[config.mk]
export PLATFORM = sky130hd
export DESIGN_NAME = multicycle_controller
export DESIGN_NICKNAME = d
export VERILOG_FILES = /design/src/rtl/multicycle_controller.sv
export SDC_FILE = /design/constraint.sdc
export NUM_CORES = 1
export LEC_CHECK = 0
export BUFFER_PORTS_ARGS = -buffer_cell sky130_fd_sc_hd__buf_4
export CORE_UTILIZATION = 47
export CTS_BUF_LIST = sky130_fd_sc_hd__clkbuf_4 sky130_fd_sc_hd__clkbuf_8
export DETAILED_ROUTE_END_ITERATION = 10
export GPL_TIMING_DRIVEN = 0
export HOLD_SLACK_MARGIN = 0.06
export PLACE_DENSITY = 0.91
export SYNTH_ARGS = -nofsm -noshare
export SYNTH_HDL_FRONTEND = slang
export SYNTH_SLANG_ARGS = --single-unit
[constraint.sdc]
create_clock -name clk -period 2 [get_ports clk]
set_clock_uncertainty 0.1 [all_clocks]
set_input_delay 0.5 -clock clk [delete_from_list [all_inputs] [get_ports clk]]
set_output_delay 0.5 -clock clk [all_outputs]
set_load 0.03 [all_outputs]
[src/rtl/multicycle_controller.sv]
// Main control FSM of the multi-cycle MIPS CPU.
// Steps each instruction through fetch, decode, execute, memory and write-back,
// and drives the datapath enables, mux selects and the 4-bit ALUOp for the ALU
// control decoder.
module multicycle_controller #(
    parameter int unsigned STATE_W = 4
) (
    input  logic               clk,
    input  logic               reset,
    input  logic [5:0]         OpCode,
    input  logic [5:0]         Funct,
    output logic               PCWrite,
    output logic               PCWriteCond,
    output logic               IorD,
    output logic               MemRead,
    output logic               MemWrite,
    output logic               IRWrite,
    output logic               RegWrite,
    output logic [1:0]         RegDst,
    output logic [1:0]         MemtoReg,
    output logic               ExtOp,
    output logic               LuiOp,
    output logic [1:0]         ALUSrcA,
    output logic [1:0]         ALUSrcB,
    output logic [3:0]         ALUOp,
    output logic [1:0]         PCSource,
    output logic [STATE_W-1:0] State
);

    localparam logic [5:0] OP_RTYPE = 6'h00;
    localparam logic [5:0] OP_J     = 6'h02;
    localparam logic [5:0] OP_JAL   = 6'h03;
    localparam logic [5:0] OP_BEQ   = 6'h04;
    localparam logic [5:0] OP_ADDI  = 6'h08;
    localparam logic [5:0] OP_ADDIU = 6'h09;
    localparam logic [5:0] OP_SLTI  = 6'h0a;
    localparam logic [5:0] OP_SLTIU = 6'h0b;
    localparam logic [5:0] OP_ANDI  = 6'h0c;
    localparam logic [5:0] OP_LUI   = 6'h0f;
    localparam logic [5:0] OP_LW    = 6'h23;
    localparam logic [5:0] OP_SW    = 6'h2b;

    localparam logic [5:0] FN_SLL   = 6'h00;
    localparam logic [5:0] FN_SRL   = 6'h02;
    localparam logic [5:0] FN_SRA   = 6'h03;
    localparam logic [5:0] FN_JR    = 6'h08;
    localparam logic [5:0] FN_JALR  = 6'h09;

    typedef enum logic [STATE_W-1:0] {
        S_IF, S_ID, S_EXR, S_WBR, S_EXI, S_WBI, S_MA, S_MR,
        S_WBM, S_MW, S_BR, S_J, S_JAL, S_JR, S_JALR
    } state_t;

    state_t state_q;
    state_t state_d;

    // State register with synchronous reset back to instruction fetch
    always_ff @(posedge clk) begin
        if (reset) begin
            state_q <= S_IF;
        end else begin
            state_q <= state_d;
        end
    end

    // Next-state selection; decode dispatches on OpCode/Funct
    always_comb begin
        state_d = S_IF;
        case (state_q)
            S_IF: state_d = S_ID;
            S_ID: begin
                case (OpCode)
                    OP_LW, OP_SW: state_d = S_MA;
                    OP_RTYPE: begin
                        if (Funct == FN_JR) begin
                            state_d = S_JR;
                        end else if (Funct == FN_JALR) begin
                            state_d = S_JALR;
                        end else begin
                            state_d = S_EXR;
                        end
                    end
                    OP_BEQ: state_d = S_BR;
                    OP_J:   state_d = S_J;
                    OP_JAL: state_d = S_JAL;
                    OP_ADDI, OP_ADDIU, OP_ANDI, OP_SLTI, OP_SLTIU, OP_LUI:
                        state_d = S_EXI;
                    default: state_d = S_IF;
                endcase
            end
            S_EXR: state_d = S_WBR;
            S_EXI: state_d = S_WBI;
            S_MA:  state_d = (OpCode == OP_SW) ? S_MW : S_MR;
            S_MR:  state_d = S_WBM;
            default: state_d = S_IF;
        endcase
    end

    // Moore outputs per state; reset forces everything to zero
    always_comb begin
        PCWrite     = 1'b0;
        PCWriteCond = 1'b0;
        IorD        = 1'b0;
        MemRead     = 1'b0;
        MemWrite    = 1'b0;
        IRWrite     = 1'b0;
        RegWrite    = 1'b0;
        RegDst      = 2'b00;
        MemtoReg    = 2'b00;
        ExtOp       = 1'b0;
        LuiOp       = 1'b0;
        ALUSrcA     = 2'b00;
        ALUSrcB     = 2'b00;
        ALUOp       = 4'b0000;
        PCSource    = 2'b00;
        State       = S_IF;
        if (!reset) begin
            State = state_q;
            case (state_q)
                S_IF: begin
                    MemRead = 1'b1;
                    IRWrite = 1'b1;
                    PCWrite = 1'b1;
                    ALUSrcB = 2'b01;
                end
                S_ID: begin
                    ALUSrcB = 2'b11;
                    ExtOp   = 1'b1;
                end
                S_EXR: begin
                    ALUSrcA = ((Funct == FN_SLL) || (Funct == FN_SRL) || (Funct == FN_SRA))
                              ? 2'b10 : 2'b01;
                    ALUOp   = 4'b0010;
                end
                S_WBR: begin
                    RegDst   = 2'b01;
                    RegWrite = 1'b1;
                end
                S_EXI: begin
                    ALUSrcA = 2'b01;
                    ALUSrcB = 2'b10;
                    ExtOp   = (OpCode != OP_ANDI);
                    case (OpCode)
                        OP_ADDIU: ALUOp = 4'b1000;
                        OP_ANDI:  ALUOp = 4'b0011;
                        OP_SLTI:  ALUOp = 4'b0100;
                        OP_SLTIU: ALUOp = 4'b1100;
                        OP_LUI:   LuiOp = 1'b1;
                        default:  ALUOp = 4'b0000;
                    endcase
                end
                S_WBI: RegWrite = 1'b1;
                S_MA: begin
                    ALUSrcA = 2'b01;
                    ALUSrcB = 2'b10;
                    ExtOp   = 1'b1;
                end
                S_MR: begin
                    MemRead = 1'b1;
                    IorD    = 1'b1;
                end
                S_WBM: begin
                    MemtoReg = 2'b01;
                    RegWrite = 1'b1;
                end
                S_MW: begin
                    MemWrite = 1'b1;
                    IorD     = 1'b1;
                end
                S_BR: begin
                    ALUSrcA     = 2'b01;
                    ALUOp       = 4'b0001;
                    PCWriteCond = 1'b1;
                    PCSource    = 2'b01;
                end
                S_J: begin
                    PCWrite  = 1'b1;
                    PCSource = 2'b10;
                end
                S_JAL: begin
                    PCWrite  = 1'b1;
                    PCSource = 2'b10;
                    RegWrite = 1'b1;
                    RegDst   = 2'b10;
                    MemtoReg = 2'b10;
                end
                S_JR: begin
                    PCWrite  = 1'b1;
                    PCSource = 2'b11;
                end
                S_JALR: begin
                    PCWrite  = 1'b1;
                    PCSource = 2'b11;
                    RegWrite = 1'b1;
                    RegDst   = 2'b01;
                    MemtoReg = 2'b10;
                end
                default: ;
            endcase
        end
    end

endmodule

* Word level (Yosys, flattened, before mapping)
Cells that the tools add are included.
** Word-level totals
- Register bits :: 4
- Input bits :: 14
- Output and inout bits :: 27
** Operators by class
- Equal/unequal tests :: 30
- Mux-type cells :: 39
- Reductions and logical operators :: 18
** Operators by type and width (count)
- equality test 6 x 4 -> 1 bit, second input constant :: 8
- one-hot mux 4 bit (6 select lines) :: 2
- equality test 4 bit, second input constant :: 7
- equality test 6 x 2 -> 1 bit, second input constant :: 4
- two-way mux 4 bit :: 5
- two-way mux 1 bit :: 18
- OR reduction 2 bit :: 9
- equality test 4 x 3 -> 1 bit, second input constant :: 4
- one-hot mux 4 bit (4 select lines) :: 1
- equality test 6 bit, second input constant :: 2
- zero test 6 bit :: 2
- two-way mux 2 bit :: 6
- one-hot mux 2 bit (2 select lines) :: 3
- one-hot mux 2 bit (3 select lines) :: 2
- one-hot mux 4 bit (3 select lines) :: 1
- OR reduction 5 bit :: 2
- equality test 4 x 2 -> 1 bit, second input constant :: 2
- equality test 6 x 3 -> 1 bit, second input constant :: 1
- != test 6 x 4 -> 1 bit, second input constant :: 1
- OR reduction 6 bit :: 1
- equality test 4 x 1 -> 1 bit, second input constant :: 1
- zero test 4 bit :: 1
- OR reduction 3 bit :: 1
- logical OR 1 bit :: 2
- one-hot mux 1 bit (2 select lines) :: 1

* Longest topological paths before layout
Gate-level depths: netlist of run 1.
- Word-level depth :: 6
- Gate-level depth with buffers :: 6

* Least setup slack after synthesis of run 1
OpenSTA, ideal clock, no wires.
- Kind :: in2out
- Start :: in OpCode[4]
- End :: out ExtOp
- Data arrival time :: 1920 ps
- Required time :: 1400 ps
- Path slack :: -520 ps
- Stages :: 4
- Cell sequence :: clkbuf_1 > nor3_1 > a41o_1 > a211oi_1
** Between the ends
- Word-level cells in the longest chain between the ends :: 3
** RTL lines
- start, declared :: line 10 : input logic [5:0] OpCode,
- != test 6 x 4 -> 1 bit :: line 142 : ExtOp = (OpCode != OP_ANDI);
- one-hot mux 1 bit (2 select lines) :: line 119 : case (state_q)
- two-way mux 1 bit :: line 117 : if (!reset) begin
- end, declared :: line 21 : output logic ExtOp,
No other way between the ends.

* Worst setup path after layout of run 1
- Start :: reg state_q[0]
- End :: out ALUOp[0]
** Between the ends
- Word-level cells in the longest chain between the ends :: 3
- Elaborated cells between the ends (all ways) :: 5
** RTL lines
- start, declared :: line 54 : state_t state_q;
- start signal, assigned :: line 62 : state_q <= state_d;
- equality test 4 bit (tied with other cells) :: line 119
- one-hot mux 4 bit (3 select lines) (*) :: line 119
- two-way mux 4 bit (*) :: line 117
- end, declared :: line 25 : output logic [3:0] ALUOp,
Every way passes the cells marked *; elsewhere a longest branch is shown, timed or not.

==> impl_metrics.env, run 1 <==
export IMPL_status="finished, violations left"
export IMPL_violations="DRC, setup timing"
export IMPL_async_reset_ff_share_pct=0
export IMPL_ys_types=44
export IMPL_grtUsageMet2_pct=52.8
export IMPL_fin_crit_ns=2.06
export IMPL_port_buffers=37
export IMPL_instances_no_fill=185
export IMPL_grt_use_met3_pct=3.33
export IMPL_top_level_ports=41
export IMPL_htree_num_levels=1
export IMPL_rsz0062_at_grt="true"
export IMPL_dieArea_sq_um=1900
export IMPL_ir_drop_mv=0.306
export IMPL_cp_required_ns=1.40
export IMPL_grt_busiest_layer="met2"
export IMPL_clock_sinks=4
export IMPL_grt_overflow=0
export IMPL_final_common_cell="buf_4"
export IMPL_die_x_microns=43.6
export IMPL_holdBufCountCts=0
export IMPL_synth_nets=140
export IMPL_routedWlPerCell_microns=17.8
export IMPL_cp_data_arrival_time_ns=1.46
export IMPL_core_area_sq_um=1560
export IMPL_antenna_found_initial=0
export IMPL_drc=5
export IMPL_p_switching_uw=145
export IMPL_endpoint_kind="primary output"
export IMPL_setup_ws_ns=-0.0594
export IMPL_synth_edf_count=0
export IMPL_grt_usage_pct=31.2
export IMPL_most_common_layout_cells="buf_4 (36), buf_6 (10), nor2_1 (10)"
export IMPL_ctsLongestPathBuffers=2
export IMPL_die_h_microns=43.6
export IMPL_fin_nets=185
export IMPL_drt_total_wl_microns=3300
export IMPL_cts_made_buffers=3
export IMPL_cts_tree="yes"
export IMPL_hold_viol=0
export IMPL_ys_flop_type="dfxtp_1"
export IMPL_viasPerCell=6.47
export IMPL_slew_viol_final=0
export IMPL_pwr_share_seq_pct=22.8
export IMPL_crit_fanout=8
export IMPL_clockRootBuffer="clkbuf_4"
export IMPL_maxSlewHeadroom_pct=48.2
export IMPL_syn_inst=126
export IMPL_hp_class="in2reg"
export IMPL_syn_area_per_cell_sq_um=6.45
export IMPL_regMostFlops="state_q"
export IMPL_area_growth_pct=75.4
export IMPL_initial_core_util_pct=52.2
export IMPL_switching_share_pct=38.8
export IMPL_place_area_sq_um=1190
export IMPL_fin_crit_sh_pct=103
export IMPL_largest_reg_flops=4
export IMPL_timing_fmax_mhz=486
export IMPL_vias=1197
export IMPL_first_iter_violations=70
export IMPL_yosys_register_bits=4
export IMPL_hpwl_microns=1990
export IMPL_synth_warnings=0
export IMPL_layout_drive_gt1_share_pct=57.4
export IMPL_top_regs="state_q x4"
export IMPL_syn_area_sq_um=813
export IMPL_dr_pass1_iters=9
export IMPL_gp_congestion=0.945
export IMPL_p_clk_share_pct=26.4
export IMPL_placedCellCount=179
export IMPL_ant_nets=0
export IMPL_grt_max_degree=15
export IMPL_maxCapViolations=0
export IMPL_core_rowCount=14
export IMPL_worst_slew_pin_slew_ns=0.770
export IMPL_grt_met1_usage_pct=40.5
export IMPL_p_leak_nw=0.606
export IMPL_grt_pass1_vias=1018
export IMPL_setup_viol=7
export IMPL_cp_start_kind="flop"
export IMPL_critPathKind="reg2out"
export IMPL_insertion_delay_ns=0.23
export IMPL_intPower_uw=229
export IMPL_stdcell_area_sq_um=1430
export IMPL_grt_pass1_wl_microns=4570
export IMPL_diodes=0
export IMPL_total_power_uw=373
export IMPL_power_frac_comb_pct=50.8
export IMPL_dp_slack_ns=-0.215
export IMPL_power_density_nw_per_um2=262
export IMPL_synth_seq_area_share_pct=9.85
export IMPL_path_clk_slew_ns=0.04
path summary, 6_finish.rpt:
kind | from | endpoint | slack [ns] | depth (start not counted)
worst min register to register | state_q[0] | state_q[3] | 0.59 | 2
worst min-delay path | OpCode[4] | state_q[3] | 0.56 | 4
worst max-delay path | state_q[0] | ALUOp[0] | -0.06 | 5
worst max register to register | state_q[2] | state_q[3] | 0.56 | 5
power by group through the flow:
stage | registers (mW) | logic [mW] | clock network [mW]
6_report | 0.0852 | 0.190 | 0.0988
5_1_grt | 0.0849 | 0.199 | 0.111
4_1_cts | 0.0882 | 0.166 | 0.104
3_5_place_dp | 0.0843 | 0.160 | 0
3_3_place_gp | 0.0842 | 0.155 | 0
2_1_floorplan | 0.0841 | 0.107 | 0
per-layer routing:
metal | routed length, microns | part of all wire (%) | vias up
met5 | 0 | 0 | -
met4 | 121 | 3.7 | 0
met3 | 306 | 9.3 | 20
met2 | 1630 | 49 | 86
met1 | 1250 | 38 | 547
li1 | - | - | 544
worst max-delay path, cell delays in order, from the launching register on:
cell and delay (ns):
dfxtp_4 0.37, nor2_2 0.17, and3_4 0.22, nand4_1 0.19, o31ai_4 0.11, buf_6 0.16
through the flow:
stage               utilization, %  hold slack (ns)  setup TNS (ns)
floorplan                        -            0.531          -0.642
global route                  91.5            0.551          -0.774
detailed placement            76.1            0.600           -1.77
CTS                           84.3            0.496         -0.0499
finish                        91.5            0.555          -0.220
global placement              76.1            0.585           -1.29
cells in the mapped netlist (2+ instances only):
cell,number,share of area (%)
a211o_1,3,3.2
a211oi_1,6,5.5
a21oi_1,10,6.2
and2_1,2,1.5
and3_1,2,1.5
buf_2,5,3.1
clkbuf_1,7,3.2
dfxtp_1,4,9.8
inv_1,6,2.8
nand2_1,4,1.8
nand2b_1,6,4.6
nand3_1,2,1.2
nand3b_1,2,1.8
nor2_1,13,6.0
nor2b_1,10,7.7
nor3_1,10,6.2
nor3b_1,2,1.8
nor4_1,2,1.5
o21ai_0,4,2.5
o31ai_1,2,1.8
kinds of logic (layout without fill, tap and decap cells):
| group | Yosys count | in the layout | synth area share (%) |
|---|---|---|---|
| buf+inv | 20 | 63 | 10.9 |
| flops | 4 | 4 | 9.85 |
| compound gates | 37 | 37 | 32.9 |
| simple gates | 63 | 63 | 44.2 |
| xor+xnor | 2 | 2 | 2.15 |
final cells by class:
type	count	area [sq um]
multi-input cells	102	800
plain buffers	9	103
well taps	16	20.0
inverters	7	26.3
repair buffers	44	360
flip-flops and latches	4	95.1
fillers	64	133
clock buffers	3	22.5
repair_timing:
item                       CTS  global route
gates resized for setup     32            21
setup buffers                2             5
setup endpoints to repair   23            22
pin swaps                    5             3
Note: power is estimated with default switching activity, not from simulation.
==> run 2: changes to the inputs <==
--- a/config.mk
+++ b/config.mk
@@ -6,12 +6,12 @@
 export NUM_CORES = 1
 export LEC_CHECK = 0
 export BUFFER_PORTS_ARGS = -buffer_cell sky130_fd_sc_hd__buf_4
-export CORE_UTILIZATION = 47
+export CORE_UTILIZATION = 45
 export CTS_BUF_LIST = sky130_fd_sc_hd__clkbuf_4 sky130_fd_sc_hd__clkbuf_8
 export DETAILED_ROUTE_END_ITERATION = 10
 export GPL_TIMING_DRIVEN = 0
 export HOLD_SLACK_MARGIN = 0.06
-export PLACE_DENSITY = 0.91
+export PLACE_DENSITY = 0.88
 export SYNTH_ARGS = -nofsm -noshare
 export SYNTH_HDL_FRONTEND = slang
 export SYNTH_SLANG_ARGS = --single-unit
==> run 2 against run 1 <==
Largest power group unchanged. Highest routed layer unchanged. Register-to-register slack got worse by 0.14 ns. Utilization is 1.6 points lower. Final cell count grew 3.8%. The run ends with setup timing left. Worst setup slack worse by 0.040 ns.
==> impl_metrics.env, run 2 (synthesized netlist as in run 1, its figures left out) <==
export IMPL_stdcell_area_sq_um=1430
export IMPL_rsz0062_at_grt="true"
export IMPL_top_level_ports=41
export IMPL_drc=0
export IMPL_placedCellCount=187
export IMPL_viasPerCell=6.26
export IMPL_fin_nets=184
export IMPL_grt_usage_pct=30.7
export IMPL_cts_tree="yes"
export IMPL_grt_overflow=0
export IMPL_cp_required_ns=1.40
export IMPL_ctsLongestPathBuffers=2
export IMPL_die_h_microns=44.5
export IMPL_area_growth_pct=76.2
export IMPL_cp_start_kind="input pin"
export IMPL_holdPathStages=4
export IMPL_top_regs="state_q x4"
export IMPL_grt_pass1_wl_microns=4570
export IMPL_maxCapViolations=0
export IMPL_cp_num_buf_inv=2
export IMPL_critPathKind="in2out"
export IMPL_instances_no_fill=192
export IMPL_most_common_layout_cells="buf_4 (38), a21oi_1 (9), nor2_1 (9)"
export IMPL_path_clk_slew_ns=0.03
export IMPL_ant_nets=0
export IMPL_wl_met1_microns=1350
export IMPL_layout_drive_gt1_share_pct=57.7
export IMPL_cp_data_arrival_time_ns=1.50
export IMPL_crit_family="simple AND/OR/NAND/NOR gates"
export IMPL_fin_crit_ns=2.10
export IMPL_hold_viol=0
export IMPL_wl_met3_microns=273
export IMPL_nFillCells=70
export IMPL_endpoint_kind="primary output"
export IMPL_wl_met2_microns=1700
export IMPL_clockRootBuffer="clkbuf_4"
export IMPL_status="finished, violations left"
export IMPL_port_buffers=37
export IMPL_timing_fmax_mhz=476
export IMPL_fin_crit_sh_pct=105
export IMPL_initial_core_util_pct=51.0
export IMPL_insertion_delay_ns=0.23
export IMPL_die_x_microns=44.5
export IMPL_regMostFlops="state_q"
export IMPL_vias=1201
export IMPL_hpwl_microns=1940
export IMPL_setup_ws_ns=-0.0991
export IMPL_htree_num_levels=1
export IMPL_maxSlewHeadroom_pct=62.7
export IMPL_crit_fanout=10
export IMPL_path_depth=6
export IMPL_core_area_sq_um=1590
export IMPL_place_area_sq_um=1200
export IMPL_gp_congestion=0.939
export IMPL_cts_made_buffers=3
export IMPL_p_leak_nw=0.601
export IMPL_diodes=0
export IMPL_crit_chain="buf_6 > nor3_2 > and3_4 > nand4_1 > o31ai_4 > buf_6"
export IMPL_max_stage_delay_ns=0.24
export IMPL_crit_top_cell="buf_6"
export IMPL_dieArea_sq_um=1980
export IMPL_critPathSlowestCell="nand4_1"
export IMPL_final_common_cell="buf_4"
export IMPL_fin_tns_setup_ns=-0.464
export IMPL_r2r_cells=6
export IMPL_dp_slack_ns=-0.211
export IMPL_ir_drop_mv=0.286
export IMPL_power_density_nw_per_um2=258
export IMPL_violations="setup timing"
export IMPL_antenna_found_initial=0
export IMPL_first_iter_violations=53
export IMPL_setup_viol=11
export IMPL_drt_total_wl_microns=3490
export IMPL_worst_slew_pin_slew_ns=0.555
export IMPL_holdBufCountCts=0
export IMPL_grt_max_degree=15
export IMPL_clock_sinks=4
export IMPL_hp_class="in2reg"
export IMPL_core_rowCount=14
export IMPL_top_layer="met4"
export IMPL_grt_pass1_vias=1023
export IMPL_slew_viol_final=0
export IMPL_dr_pass1_iters=4
export IMPL_largest_reg_flops=4
export IMPL_routedWlPerCell_microns=18.2
[run 2: changes by cell type in the layout (fill, tap and decap cells not counted), sizes merged]
cell  before  now
buf       50   49
[run 2: layer usage]
| metal | track usage, % | vias to the layer above |
|---|---|---|
| met3 | 1.63 | 21 |
| li1 | - | 537 |
| met5 | 0 | - |
| met1 | 41.0 | 558 |
| met2 | 47.6 | 85 |
| met4 | 20.0 | 0 |
[run 2: final timing paths]
kind | slack (ns) | to | startpoint
setup / recovery | -0.1 | ALUOp[0] | OpCode[5]
hold / removal | 0.52 | state_q[3] | OpCode[5]
setup reg to reg | 0.42 | state_q[3] | state_q[2]
hold reg to reg | 0.56 | state_q[3] | state_q[3]
[run 2: tightest hold or removal path: cells and delay by family]
kind	cells	cell delay, ns
AOI/OAI and AO/OA	2	0.12
buffers and inverters	1	0.12
and+or+nand+nor	1	0.06
[run 2: cell type report]
class,count,area (sq um),area share (%)
inverter,7,26.3,1.83
sequential,4,95.1,6.64
buffer,9,96.3,6.72
clock buffer,3,22.5,1.57
tap,24,30.0,2.10
timing repair buffer,43,349,24.4
multi-input combinational,102,813,56.8
[run 2: power by group]
| part | internal (mW) | switching, mW |
|---|---|---|
| clock | 0.0669 | 0.0297 |
| combinational | 0.0789 | 0.109 |
| sequential | 0.0789 | 0.00611 |
[run 2: repair_timing]
action | 4_1_cts | 5_1_grt
gates resized for setup | 33 | 21
pin swaps | 4 | 2
endpoints found under the setup margin | 24 | 17
setup buffers | 4 | 2
[run 2: through the flow]
stage	utilization (%)	hold slack, ns	power [mW]
after floorplan	-	0.531	0.191
after global placement	75.0	0.583	0.240
after detailed placement	75.0	0.592	0.243
after CTS	84.0	0.496	0.356
after global routing	89.9	0.528	0.388
final	89.9	0.517	0.369
==> run 3: changes to the inputs <==
--- a/config.mk
+++ b/config.mk
@@ -9,7 +9,6 @@
 export CORE_UTILIZATION = 45
 export CTS_BUF_LIST = sky130_fd_sc_hd__clkbuf_4 sky130_fd_sc_hd__clkbuf_8
 export DETAILED_ROUTE_END_ITERATION = 10
-export GPL_TIMING_DRIVEN = 0
 export HOLD_SLACK_MARGIN = 0.06
 export PLACE_DENSITY = 0.88
 export SYNTH_ARGS = -nofsm -noshare
==> constraint.sdc (replaced) <==
create_clock -name clk -period 2.41 [get_ports clk]
set_clock_uncertainty 0.1 [all_clocks]
set_input_delay 0.6025 -clock clk [delete_from_list [all_inputs] [get_ports clk]]
set_output_delay 0.6025 -clock clk [all_outputs]
set_load 0.005 [all_outputs]
==> run 3 against run 2 <==
The run now ends clean. Clock-buffer cell count unchanged. Highest routed layer unchanged. Critical path type is now reg2out. Via count decreased by 14%. Worst setup slack gained 0.25 ns.
==> impl_metrics.env, run 3 (synthesized netlist as in run 1, its figures left out) <==
export IMPL_holdCritStartpoint="state_q[1]"
export IMPL_htree_num_levels=1
export IMPL_fin_tns_setup_ns=0
export IMPL_first_iter_violations=29
export IMPL_place_area_sq_um=1100
export IMPL_dieArea_sq_um=1980
export IMPL_final_common_cell="buf_4"
export IMPL_area_growth_pct=38.0
export IMPL_worst_slew_pin_slew_ns=0.510
export IMPL_initial_core_util_pct=51.0
export IMPL_power_frac_comb_pct=40.0
export IMPL_largest_reg_flops=4
export IMPL_fin_nets=174
export IMPL_routedWlPerCell_microns=13.0
export IMPL_rsz0062_at_grt="false"
export IMPL_maxCapViolations=0
export IMPL_drt_total_wl_microns=2370
export IMPL_status="completed"
export IMPL_fin_crit_sh_pct=93.7
export IMPL_endpoint_kind="primary output"
export IMPL_p_clk_share_pct=31.1
export IMPL_grt_overflow=0
export IMPL_layout_drive_gt1_share_pct=36.1
export IMPL_ctsLongestPathBuffers=2
export IMPL_regMostFlops="state_q"
export IMPL_port_buffers=40
export IMPL_total_power_uw=257
export IMPL_p_switching_uw=82.6
export IMPL_ant_nets=0
export IMPL_stdcell_area_sq_um=1120
export IMPL_fin_crit_ns=2.26
export IMPL_setup_viol=0
export IMPL_switching_share_pct=32.2
export IMPL_maxSlewHeadroom_pct=65.7
export IMPL_core_rowCount=14
export IMPL_grt_usage_pct=25.4
export IMPL_critPathKind="reg2out"
export IMPL_clock_sinks=4
export IMPL_cts_made_buffers=3
export IMPL_postCtsSetupBuffers=0
export IMPL_ir_drop_mv=0.175
export IMPL_grt_pass1_wl_microns=3770
export IMPL_cp_required_ns=1.71
export IMPL_hold_viol=0
export IMPL_die_x_microns=44.5
export IMPL_top_regs="state_q x4"
export IMPL_hp_class="reg2reg"
export IMPL_cp_data_arrival_time_ns=1.56
export IMPL_crit_fanout=12
export IMPL_gp_congestion=0.949
export IMPL_grt_pass1_vias=854
export IMPL_viasPerCell=5.68
export IMPL_die_h_microns=44.5
export IMPL_clockRootBuffer="clkbuf_4"
export IMPL_dr_pass1_iters=4
export IMPL_power_density_nw_per_um2=229
export IMPL_critPathLaunch="state_q[0]"
export IMPL_p_leak_nw=0.510
export IMPL_top_level_ports=41
export IMPL_hpwl_microns=1870
export IMPL_core_area_sq_um=1590
export IMPL_path_clk_slew_ns=0.04
export IMPL_drc=0
export IMPL_vias=1034
export IMPL_most_common_layout_cells="buf_4 (42), nor2_1 (13), nor2b_1 (10), a21oi_1 (10), nor3_1 (10)"
export IMPL_diodes=0
export IMPL_timing_fmax_mhz=443
export IMPL_grt_max_degree=18
export IMPL_cts_tree="yes"
export IMPL_r2r_start="state_q[0]"
export IMPL_pwr_share_seq_pct=28.8
export IMPL_cp_start_kind="flop"
export IMPL_intPower_uw=174
export IMPL_holdBufCountCts=0
export IMPL_cts_resized=0
export IMPL_antenna_found_initial=0
export IMPL_ff2ff_setup_slack_ns=0.91
export IMPL_insertion_delay_ns=0.23
export IMPL_slew_viol_final=0
==> run 3: cell types whose count changed in the layout (fill, tap and decap cells not counted), moves of 3 or more <==
cell / before / now
buf_6: 8 / 0
nor2b_1: 4 / 10
buf_4: 38 / 42
dfxtp_4: 4 / 0
nor2_1: 9 / 13
nor3_1: 6 / 10
a211oi_1: 3 / 6
a211oi_2: 3 / 0
and3_4: 3 / 0
dfxtp_2: 0 / 3
nor2b_2: 3 / 0
nor2b_4: 3 / 0
==> run 3: final timing paths <==
check               end  cells after the start
min          state_q[3]                      2
min reg2reg  state_q[3]                      2
max            ALUOp[0]                      6
max reg2reg  state_q[3]                      5
==> run 3: power by group through the flow <==
stage               registers, mW  clock network (mW)  logic [mW]
finish                     0.0740              0.0799       0.103
global route               0.0746              0.0921       0.113
CTS                        0.0737              0.0855       0.103
detailed placement         0.0747                   0       0.102
global placement           0.0747                   0      0.0995
floorplan                  0.0698                   0      0.0650
==> run 3: per-layer routing <==
metal  part of all wire (%)  GRT usage (%)  wire, microns
met1                     45           35.5           1080
met2                     48           37.9           1140
met3                    5.7           3.67            135
met4                   0.67           12.1             16
met5                      0              0              0
==> run 3: metrics by stage <==
stage	hold slack, ns	util, %	setup WS, ns	instances
floorplan	0.531	-	0.217	126
global placement	0.578	68.8	0.229	179
detailed placement	0.592	68.8	0.203	179
CTS	0.605	70.2	0.0683	182
global route	0.553	70.4	0.000300	182
finish	0.529	70.4	0.152	182
==> run 3: area by class of cell <==
cell class / count / area, sq um
inverters: 7 / 26.3
flip-flops and latches: 4 / 83.8
fillers: 145 / 472
multi-input cells: 102 / 644
well taps: 24 / 30.0
repair buffers: 42 / 315
clock buffers: 3 / 22.5
==> run 3: worst max-delay path, stage by stage, from the launching register on <==
cell and delay, ns:
dfxtp_1 0.39, buf_4 0.21, nor2_1 0.14, and3_1 0.22, nand4_1 0.13, o31ai_1 0.09, buf_4 0.15
